`config.mk`:
```
export PLATFORM = sky130hd
export DESIGN_NAME = traffic_safety_monitor
export DESIGN_NICKNAME = d
export VERILOG_FILES = /design/src/rtl/traffic_pkg.sv /design/src/rtl/traffic_rule_check.sv /design/src/rtl/traffic_safety_monitor.sv
export SDC_FILE = /design/constraint.sdc
export NUM_CORES = 1
export LEC_CHECK = 0
export CORE_UTILIZATION = 40
export CTS_CLUSTER_DIAMETER = 100
export DETAILED_ROUTE_END_ITERATION = 8
export GPL_TIMING_DRIVEN = 1
export PLACE_DENSITY = 0.74
export SYNTH_ARGS = -nofsm -noshare
export SYNTH_HDL_FRONTEND = slang
export SYNTH_SLANG_ARGS = --single-unit
export TNS_END_PERCENT = 1
```
`constraint.sdc`:
```
create_clock -name clk -period 7.15 [get_ports clk]
set_input_delay 1.43 -clock clk [delete_from_list [all_inputs] [get_ports clk]]
set_output_delay 1.43 -clock clk [all_outputs]
set_load 0.1 [all_outputs]
```
`src/rtl/traffic_pkg.sv`:
```
// Shared lamp encodings, monitor states and trip cause codes for the traffic controller.
package traffic_pkg;

    localparam logic [3:0] CAR_RED    = 4'b1000;
    localparam logic [3:0] CAR_YELLOW = 4'b0100;
    localparam logic [3:0] CAR_LEFT   = 4'b0010;
    localparam logic [3:0] CAR_GREEN  = 4'b0001;
    localparam logic [3:0] CAR_NONE   = 4'b0000;

    localparam logic [1:0] WALK_RED   = 2'b10;
    localparam logic [1:0] WALK_GREEN = 2'b01;
    localparam logic [1:0] WALK_NONE  = 2'b00;
    localparam logic [1:0] WALK_BAD   = 2'b11;

    localparam logic [2:0] CAUSE_NONE     = 3'd0;
    localparam logic [2:0] CAUSE_ENCODING = 3'd1;
    localparam logic [2:0] CAUSE_CONFLICT = 3'd2;
    localparam logic [2:0] CAUSE_H_WALK   = 3'd3;
    localparam logic [2:0] CAUSE_V_WALK   = 3'd4;

    typedef enum logic [1:0] {
        ST_IDLE  = 2'd0,
        ST_RUN   = 2'd1,
        ST_FAULT = 2'd2
    } state_t;

    function automatic logic car_legal(input logic [3:0] code);
        return (code == CAR_NONE) || $onehot(code);
    endfunction

    function automatic logic car_moving(input logic [3:0] code);
        return (code == CAR_GREEN) || (code == CAR_LEFT) || (code == CAR_YELLOW);
    endfunction

endpackage

```
`src/rtl/traffic_rule_check.sv`:
```
// Combinational classifier: flags an unsafe lamp combination and reports the
// lowest-numbered cause present in the same cycle.
module traffic_rule_check
    import traffic_pkg::*;
(
    input  logic [3:0] h_car_i,
    input  logic [3:0] v_car_i,
    input  logic [1:0] h_walker_i,
    input  logic [1:0] v_walker_i,
    output logic       viol_o,
    output logic [2:0] cause_o
);

    logic bad_enc;
    logic car_conflict;
    logic h_walk_unsafe;
    logic v_walk_unsafe;

    always_comb begin
        bad_enc = !car_legal(h_car_i) || !car_legal(v_car_i)
               || (h_walker_i == WALK_BAD) || (v_walker_i == WALK_BAD)
               || ((h_car_i == CAR_NONE) != (v_car_i == CAR_NONE));
        car_conflict  = car_moving(h_car_i) && car_moving(v_car_i);
        h_walk_unsafe = (h_walker_i == WALK_GREEN) && (h_car_i != CAR_RED);
        v_walk_unsafe = (v_walker_i == WALK_GREEN) && (v_car_i != CAR_RED);

        viol_o  = 1'b1;
        cause_o = CAUSE_NONE;
        if (bad_enc) begin
            cause_o = CAUSE_ENCODING;
        end else if (car_conflict) begin
            cause_o = CAUSE_CONFLICT;
        end else if (h_walk_unsafe) begin
            cause_o = CAUSE_H_WALK;
        end else if (v_walk_unsafe) begin
            cause_o = CAUSE_V_WALK;
        end else begin
            viol_o = 1'b0;
        end
    end

endmodule

```
`src/rtl/traffic_safety_monitor.sv`:
```
// Registered safety gate between the light sequencer and the lamp drivers:
// passes safe codes with 1-cycle latency, forces RED on violations, and latches a flashing FAULT.
module traffic_safety_monitor
    import traffic_pkg::*;
#(
    parameter int BLINK_HALF    = 8,
    parameter int FAULT_PERSIST = 2
) (
    input  logic       clk,
    input  logic       reset,
    input  logic [3:0] i_h_car,
    input  logic [3:0] i_v_car,
    input  logic [1:0] i_h_walker,
    input  logic [1:0] i_v_walker,
    input  logic       i_fault_clear,
    output logic [3:0] o_h_car_lamp,
    output logic [3:0] o_v_car_lamp,
    output logic [1:0] o_h_walker_lamp,
    output logic [1:0] o_v_walker_lamp,
    output logic       o_fault,
    output logic [2:0] o_fault_code
);

    localparam int BW = (BLINK_HALF > 1) ? $clog2(BLINK_HALF) : 1;
    localparam logic [BW-1:0] BLINK_LAST = BW'(BLINK_HALF - 1);
    localparam logic [3:0]    PERSIST_TRIP = 4'(FAULT_PERSIST);

    state_t        state_q, state_d;
    logic [3:0]    persist_q, persist_d;
    logic [BW-1:0] blink_q, blink_d;
    logic [3:0]    h_car_q, h_car_d, v_car_q, v_car_d;
    logic [1:0]    h_walk_q, h_walk_d, v_walk_q, v_walk_d;
    logic          fault_q, fault_d;
    logic [2:0]    code_q, code_d;

    logic          viol;
    logic [2:0]    cause;
    logic          all_none;

    traffic_rule_check u_rule_check (
        .h_car_i    (i_h_car),
        .v_car_i    (i_v_car),
        .h_walker_i (i_h_walker),
        .v_walker_i (i_v_walker),
        .viol_o     (viol),
        .cause_o    (cause)
    );

    assign all_none = (i_h_car == CAR_NONE) && (i_v_car == CAR_NONE)
                   && (i_h_walker == WALK_NONE) && (i_v_walker == WALK_NONE);

    always_comb begin
        state_d  = state_q;
        blink_d  = blink_q;
        h_car_d  = h_car_q;
        v_car_d  = v_car_q;
        h_walk_d = h_walk_q;
        v_walk_d = v_walk_q;
        fault_d  = fault_q;
        code_d   = code_q;
        if (!viol) begin
            persist_d = 4'd0;
        end else if (persist_q == 4'hF) begin
            persist_d = persist_q;
        end else begin
            persist_d = persist_q + 4'd1;
        end

        case (state_q)
            ST_IDLE: begin
                h_car_d  = CAR_NONE;
                v_car_d  = CAR_NONE;
                h_walk_d = WALK_NONE;
                v_walk_d = WALK_NONE;
                // The first clean cycle is already driven to the lamps, so latency stays 1.
                if (!viol && (i_h_car != CAR_NONE) && (i_v_car != CAR_NONE)) begin
                    state_d  = ST_RUN;
                    h_car_d  = i_h_car;
                    v_car_d  = i_v_car;
                    h_walk_d = i_h_walker;
                    v_walk_d = i_v_walker;
                end
            end
            ST_RUN: begin
                if (viol) begin
                    h_car_d  = CAR_RED;
                    v_car_d  = CAR_RED;
                    h_walk_d = WALK_RED;
                    v_walk_d = WALK_RED;
                    if (persist_d == PERSIST_TRIP) begin
                        state_d = ST_FAULT;
                        fault_d = 1'b1;
                        code_d  = cause;
                        blink_d = '0;
                    end
                end else begin
                    h_car_d  = i_h_car;
                    v_car_d  = i_v_car;
                    h_walk_d = i_h_walker;
                    v_walk_d = i_v_walker;
                    if (all_none) begin
                        state_d = ST_IDLE;
                    end
                end
            end
            ST_FAULT: begin
                h_walk_d = WALK_RED;
                v_walk_d = WALK_RED;
                if (i_fault_clear && all_none) begin
                    state_d  = ST_IDLE;
                    h_car_d  = CAR_NONE;
                    v_car_d  = CAR_NONE;
                    h_walk_d = WALK_NONE;
                    v_walk_d = WALK_NONE;
                    fault_d  = 1'b0;
                    code_d   = CAUSE_NONE;
                    blink_d  = '0;
                end else if (blink_q == BLINK_LAST) begin
                    blink_d = '0;
                    h_car_d = (h_car_q == CAR_RED) ? CAR_NONE : CAR_RED;
                    v_car_d = (h_car_q == CAR_RED) ? CAR_NONE : CAR_RED;
                end else begin
                    blink_d = blink_q + BW'(1);
                end
            end
            default: begin
                state_d = ST_IDLE;
            end
        endcase
    end

    always_ff @(posedge clk) begin
        if (reset) begin
            state_q   <= ST_IDLE;
            persist_q <= 4'd0;
            blink_q   <= '0;
            h_car_q   <= CAR_NONE;
            v_car_q   <= CAR_NONE;
            h_walk_q  <= WALK_NONE;
            v_walk_q  <= WALK_NONE;
            fault_q   <= 1'b0;
            code_q    <= CAUSE_NONE;
        end else begin
            state_q   <= state_d;
            persist_q <= persist_d;
            blink_q   <= blink_d;
            h_car_q   <= h_car_d;
            v_car_q   <= v_car_d;
            h_walk_q  <= h_walk_d;
            v_walk_q  <= v_walk_d;
            fault_q   <= fault_d;
            code_q    <= code_d;
        end
    end

    assign o_h_car_lamp    = h_car_q;
    assign o_v_car_lamp    = v_car_q;
    assign o_h_walker_lamp = h_walk_q;
    assign o_v_walker_lamp = v_walk_q;
    assign o_fault         = fault_q;
    assign o_fault_code    = code_q;

endmodule
```
**After elaboration in Yosys (flattened, before gate mapping)**

Cells that the tools add are included.

- Flip-flop bits (word level): 25
- Bits of input ports: 15
- Output and inout bits: 16
- Logic and storage cells: 125

- $add $sub $neg: 8
- Equal/unequal tests: 28
- Muxes and demuxes: 45
- Reduce and logical (&&, ||, !) cells: 35

Operator list:

| kind | number |
|---|---|
| 2-to-1 mux 4 bit | 9 |
| 2-to-1 mux 3 bit | 11 |
| one-hot mux 4 bit (3 select lines) | 2 |
| 2-to-1 mux 2 bit | 10 |
| one-hot mux 2 bit (3 select lines) | 3 |
| equality test 4 x 2 -> 1 bit (second input constant) | 3 |
| one-hot mux 3 bit (2 select lines) | 2 |
| logical OR 1 bit | 10 |
| logical AND 1 bit | 9 |
| inequality test 3 bit (second input constant) | 3 |
| adder 1 x 1 -> 2 bit | 4 |
| equality test 4 x 1 -> 1 bit (second input constant) | 2 |
| equality test 4 x 3 -> 1 bit (second input constant) | 2 |
| equality test 4 bit (second input constant) | 2 |
| logical NOT 4 bit | 2 |
| inequality test 2 bit (second input constant) | 4 |
| inequality test 4 bit (second input constant) | 2 |
| AND reduction 4 bit | 2 |
| nonzero test 4 bit | 2 |
| 2-to-1 mux 1 bit | 7 |
| adder 3 bit | 2 |
| equality test 2 x 1 -> 1 bit (second input constant) | 3 |
| equality test 2 bit (second input constant) | 3 |
| equality test 3 x 1 -> 1 bit (second input constant) | 2 |
| other kinds (11) | 15 |

**Depth between registers and ports, before layout**

Gate-level depths: netlist (run 1).

- Depth in word-level cells: 15
- Depth in mapped cells: 11
- Depth with buffers taken out: 9

**Hierarchy**

From an unflattened synthesis (run 1), not the netlist that was laid out.

- Cell total of the unflattened synthesis: 196
- Area total of the unflattened synthesis: 1712.9 sq um

By module, submodules not included:

| module | instances | cells each | area each (sq um) | seq. area each (sq um) |
|---|---|---|---|---|
| traffic_safety_monitor | 1 | 151 | 1353.8 | 500.5 |
| traffic_rule_check | 1 | 45 | 359.1 | 0.0 |

**Worst setup path after synthesis (run 1)**

OpenSTA, ideal clock, no wires.

- Path type: input-to-reg
- From: input port i_v_car[0]
- To: register state_q[1]
- Library setup time: 0.086 ns
- Data arrival time: 3.804 ns
- Data required time: 7.064 ns
- Setup slack: 3.260 ns
- Stages: 9
- Buffers on the path: 0
- Cells stage by stage: inv_1 -> ha_1 -> ha_1 -> fa_1 -> nor3b_1 -> o2111ai_1 -> o31a_1 -> a2111o_1 -> a211oi_1

- Cells in the longest elaborated chain, start to end: 15
- Elaborated cells between the ends (all ways): 40
- Those cells by class: add/sub (2); eq/ne (11); mux (7); reduce/logical (20)

Ends and longest elaborated chain:

| what | RTL line | RTL |
|---|---|---|
| start: declaration | traffic_safety_monitor.sv:12 | `input logic [3:0] i_v_car,` |
| branches (longest 15 deep; another with adder 3 bit) | -- |  |
| end signal: assignment | traffic_safety_monitor.sv:144 | `state_q <= state_d;` |
| end: declaration | traffic_safety_monitor.sv:28 | `state_t state_q, state_d;` |

Several ways; the timed one is not identified.
A chain may end at the register's enable or synchronous reset.

**Final worst setup path (run 1)**

- From: input port i_v_car[0]
- To: register state_q[0]

Same word-level chain as after synthesis.

==> reports/metrics.cfg, run 1 <==
[placement]
place_hpwl_um=3430
place_inst=289
dp_slack_ns=2.37
numPortBuffers=30
gp_congestion=0.803

[timing]
hold_ws_ns=0.457
timing.final.crit_period_ns=4.54
setup-tns-final_ns=0
finalWorstSetupSlack_ns=2.61
tightest_slew_ns=0.994
slew_headroom=0.336
setup_violations=0
report.final.slew_viol_count=0
rsz0062_at_grt=false
fin_crit_sh=0.635
fin_skew_ns=0.00531
timing.fmax_ghz=0.220
hold_viol=0

[route]
drt-initial-drc-count=67
drc=0
viasPerCell=5.87
detail_route.wirelength_um=4450
wl_per_cell_um=15.2
vias=1721
first_pass_iters=4
ant_nets=0

[die]
die_area_sq_um=5120
start_util=0.430
core_sq_um=4500
ios=31
row_count=24
dieHeight_um=71.6
die_w_um=71.6

[power]
p_per_area_nw_per_um2=208
peakVddDrop_v=0.000115
p_leak_nw=0.884

[synth]
synth_area_leaders=dfxtp_1, ha_1, inv_1
async_flop_share=0
synth.avg_cell_area_sq_um=9.01
synth_area_leader_cell=dfxtp_1
synth_top_cell_area_share=0.258
synth_most_common_cell=ha_1
synth.distinct_cells=59
synth_common_cells=ha_1, dfxtp_1, inv_1, nand2_1, a21oi_1
synth_seq_cells=25
synth_cells=215
synth_area_sq_um=1940
synth_ff_type=dfxtp_1
ys_warn_count=0
seq_area_frac_synth=0.258
synth-edff-count=0
syn-num-nets=258

[setup_path]
critPathRequiredTime_ns=7.35
worst-endpoint-arrival_ns=4.74
critPathSlowestCell=clkdlybuf4s50_1
worstSetupPathType=primary input to flip-flop
crit_chain=clkdlybuf4s50_1, inv_1, ha_1, ha_1, fa_1, nor3b_1, o2111ai_1, o31a_1, a2111oi_2, mux2i_1
cp_num_buf_inv=2
critPathTopFamily=compound AO/OA/AOI/OAI gates
cpMostUsedCell=ha_1
crit_path_max_fanout=4
crit_path_start_kind=primary input
critical-path-max-stage-delay_ns=0.54
setup.worst_path.end_class=flip-flop

[finish]
nets=285
diodes=0
fill_cells=438
layoutNonFillerInstCount=293
syn2layout_area_growth_pct=18.7
multiInputGateArea_sq_um=1310
seqCellArea_sq_um=500
drive_above_1_share=0.0539

[clock_network]
htreeDepth=1
cts_resized=0
cts_buffer_depth=2
worstSkewPairLatency_ns=0.27
root_buffer=clkbuf_8
cts_tree=built
cts_setup_buffers=0
cts_made_buffers=3
cts.hold.buffers_added=0
clkTransAtPathRegs_ns=0.09
cts.sinks=25

[global_route]
grt_max_degree=33
grt_use_total=0.183
overflow=0
grt_pass1_wl_um=7500
grt_antenna_before_repair=0
grt_pass1_vias=1615

[flow_run]
max_cap_viol_count=0

[status]
status=completed

[worst_hold_path]
worstHoldPathType=flip-flop to flip-flop

[per-stage QoR]
stage | total power (W) | area, sq um | util
global placement | 0.000395 | 2250 | 0.501
CTS | 0.000481 | 2300 | 0.511
floorplan | 0.000343 | 1940 | -
global route | 0.000503 | 2300 | 0.511
finish | 0.000478 | 2300 | 0.511
detailed placement | 0.000397 | 2250 | 0.501
[cell type report]
cell class,instances,area share
clock buffers,4,0.0196
inverters,17,0.0277
multi-input cells,163,0.570
flip-flops and latches,25,0.218
well taps,52,0.0283
repair buffers,32,0.137
[worst reg2reg max path, stage by stage (launching register included)]
cell	delay, ns
dfxtp_1	0.36
ha_1	0.26
or2_2	0.31
a21oi_1	0.26
o31ai_1	0.16
a21boi_0	0.51
mux2i_1	0.24
[sequential cells by signal, summed over array words and instances, names as in the netlist]
register	cells
o_h_walker_lamp	2
o_h_car_lamp	4
persist_q	4
state_q	2
o_fault	1
o_v_walker_lamp	2
blink_q	3
o_v_car_lamp	4
o_fault_code	3
[layer usage]
metal  part of all wire  track usage  wire length, um  vias to the layer above
met4             0.0070       0.0436               31                        0
met1               0.45        0.231             2000                      814
met5                  0            0                0                        -
met3              0.045       0.0295              202                        4
met2               0.50        0.327             2210                       38
li1                   -            -                -                      865
[final timing paths]
check	from	end	slack, ns	depth (start not counted)
hold / removal	o_v_walker_lamp[0]	o_v_walker_lamp[0]	0.46	2
hold reg to reg	o_v_walker_lamp[0]	o_v_walker_lamp[0]	0.46	2
setup / recovery	i_v_car[0]	state_q[0]	2.61	10
setup reg to reg	persist_q[0]	blink_q[1]	5.00	6
[kinds of logic (layout without fill, tap and decap cells)]
| logic type | count (synthesis) | count (layout) | share of synthesized area |
|---|---|---|---|
| adders and majority gates | 28 | 28 | 0.189 |
| DFF | 25 | 25 | 0.258 |
| xor gates and xnor gates | 1 | 1 | 0.00452 |
| and+or+nand+nor | 64 | 64 | 0.182 |
| buffers and inverters | 27 | 53 | 0.0652 |
| muxes | 6 | 6 | 0.0310 |
| AOI/OAI and AO/OA | 64 | 64 | 0.271 |
[power breakdown]
part | switching, W | leakage, nW | internal [W]
combinational | 0.000160 | 0.659 | 0.0000698
clock | 0.0000435 | 0.0228 | 0.0000398
sequential | 0.0000104 | 0.203 | 0.000155
total | 0.000214 | 0.884 | 0.000264
[placed cells by master (no fill, tap or decap), types with 3 or more instances in the layout]
cell type	n
clkdlybuf4s50_1	30
ha_1	26
dfxtp_1	25
inv_1	17
nand2_1	17
a21oi_1	12
nor2_1	7
nand2b_1	6
nand3b_1	6
mux2i_1	6
o211ai_1	6
nor3_1	5
o21ai_0	4
nor2b_1	4
a32o_1	4
a21o_1	4
o32ai_1	4
and2_1	3
nand3_1	3
nor4_1	3
clkbuf_8	3
Power figures use the tool's default switching activity.
==> inputs of run 2 (changes only) <==
- PLACE_DENSITY: 0.74 -> 0.76
- clock period: 7.15 -> 4.1 ns (I/O delays scaled with it)
==> reports/metrics.cfg, run 2 (synthesized netlist as in run 1, its figures left out) <==
[status]
status=completed

[die]
core_sq_um=4500
die_area_sq_um=5120
ios=31
die_w_um=71.6
row_count=24
start_util=0.430
dieHeight_um=71.6

[global_route]
grt_max_degree=33
grt_antenna_before_repair=0
grt_pass1_wl_um=8010
grt_use_total=0.195
overflow=0
grt_pass1_vias=1789

[finish]
diodes=0
final_common_cell=clkdlybuf4s50_1
fin_util=0.534
fill_cells=425
seqCellArea_sq_um=500
design_area_sq_um=2400
nets=299
layout_common_cells=clkdlybuf4s50_1, ha_1, dfxtp_1
syn2layout_area_growth_pct=24.2
drive_above_1_share=0.106
multiInputGateArea_sq_um=1310

[clock_network]
clkTransAtPathRegs_ns=0.09
root_buffer=clkbuf_8
cts_setup_buffers=0
cts.sinks=25
htreeDepth=1
cts_resized=0
cts_buffer_depth=2
cts.hold.buffers_added=0
cts_tree=built
worstSkewPairLatency_ns=0.27
cts_made_buffers=3

[route]
vias=1753
wl_per_cell_um=14.7
ant_nets=0
viasPerCell=5.71
detail_route.wirelength_um=4510
drc=0
drt-initial-drc-count=75
first_pass_iters=4

[setup_path]
worstSetupPathType=primary input to flip-flop
cp-startpoint=i_v_car[2]
path_depth=11
r2r_start=persist_q[0]
cp_num_buf_inv=3
reg2regPathDepth=6
rrSetupSlack_ns=1.87
crit_chain=clkdlybuf4s50_1, inv_1, ha_1, ha_1, fa_1, nor3b_1, buf_4, o2111ai_1, o31a_1, a2111oi_0, a211oi_1
r2r-end=blink_q[1]
critical-path-max-stage-delay_ns=0.50
critPathRequiredTime_ns=4.21
crit_path_max_fanout=3
cpMostUsedCell=ha_1
crit_end=state_q[1]
critPathTopFamily=compound AO/OA/AOI/OAI gates
setup.worst_path.end_class=flip-flop
critPathSlowestCell=a2111oi_0
worst-endpoint-arrival_ns=3.95
crit_path_start_kind=primary input

[power]
netSwitchingPower_w=0.000378
switching_share=0.443
seqPwrFrac=0.337
peakVddDrop_v=0.000282
combPwrFrac=0.488
p_leak_nw=0.951
p_int_w=0.000475
p_per_area_nw_per_um2=355
clockPowerShare=0.174

[placement]
numPortBuffers=30
dp_slack_ns=0.0522
gp_congestion=0.864
placed_cell_area_sq_um=2360
place_hpwl_um=3570

[flow_run]
max_cap_viol_count=0

[timing]
finalWorstSetupSlack_ns=0.262
timing.final.crit_period_ns=3.84
fin_crit_sh=0.936
hold_viol=0
hold_ws_ns=0.458
timing.fmax_ghz=0.261
rsz0062_at_grt=false
slew_headroom=0.300
tightest_slew_ns=1.05
report.final.slew_viol_count=0
setup-tns-final_ns=0
fin_skew_ns=0.00267
setup_violations=0

[worst_hold_path]
holdCritStartpoint=o_v_walker_lamp[0]
worstHoldPathType=flip-flop to flip-flop

[run 2: cell count changes in the layout (fill, tap and decap cells not counted)]
| cell | before | now |
|---|---|---|
| buf_4 | 2 | 16 |
[run 2: tightest hold or removal path, cell delays in order (launching register included)]
cell     delay [ns]
dfxtp_1        0.32
nand2_1        0.05
a21oi_1        0.05
[run 2: cell type report]
cell class	count	area share
Multi-Input combinational cell	163	0.545
Sequential cell	25	0.208
Tap cell	52	0.0271
Clock buffer	4	0.0187
Timing Repair Buffer	46	0.175
Inverter	17	0.0265
[run 2: worst min path at each step]
stage                         endpoint  slack, ns  cells past startpoint
finish              o_v_walker_lamp[0]       0.46                      2
global route           o_v_car_lamp[2]       0.48                      2
CTS                 o_v_walker_lamp[0]       0.46                      2
detailed placement     o_v_car_lamp[0]       0.45                      2
global placement       o_v_car_lamp[0]       0.45                      2
floorplan                   blink_q[1]       0.45                      2
[run 2: power by group through the flow]
stage	clock, W	sequential, W	combinational [W]
after floorplan	0	0.000451	0.000147
after global placement	0	0.000294	0.000410
after detailed placement	0	0.000294	0.000416
after CTS	0.000152	0.000288	0.000418
after global routing	0.000159	0.000292	0.000446
final	0.000148	0.000288	0.000416
[run 2: routing by layer]
metal | wire length [um] | GRT usage
met2 | 2300 | 0.348
met1 | 2010 | 0.243
met5 | 0 | 0
met4 | 50 | 0.0566
met3 | 161 | 0.0323
[run 2: metrics by stage]
step | cells | total power, W
2_1_floorplan | 215 | 0.000598
3_3_place_gp | 303 | 0.000704
3_5_place_dp | 303 | 0.000709
4_1_cts | 307 | 0.000858
5_1_grt | 307 | 0.000897
6_report | 307 | 0.000853
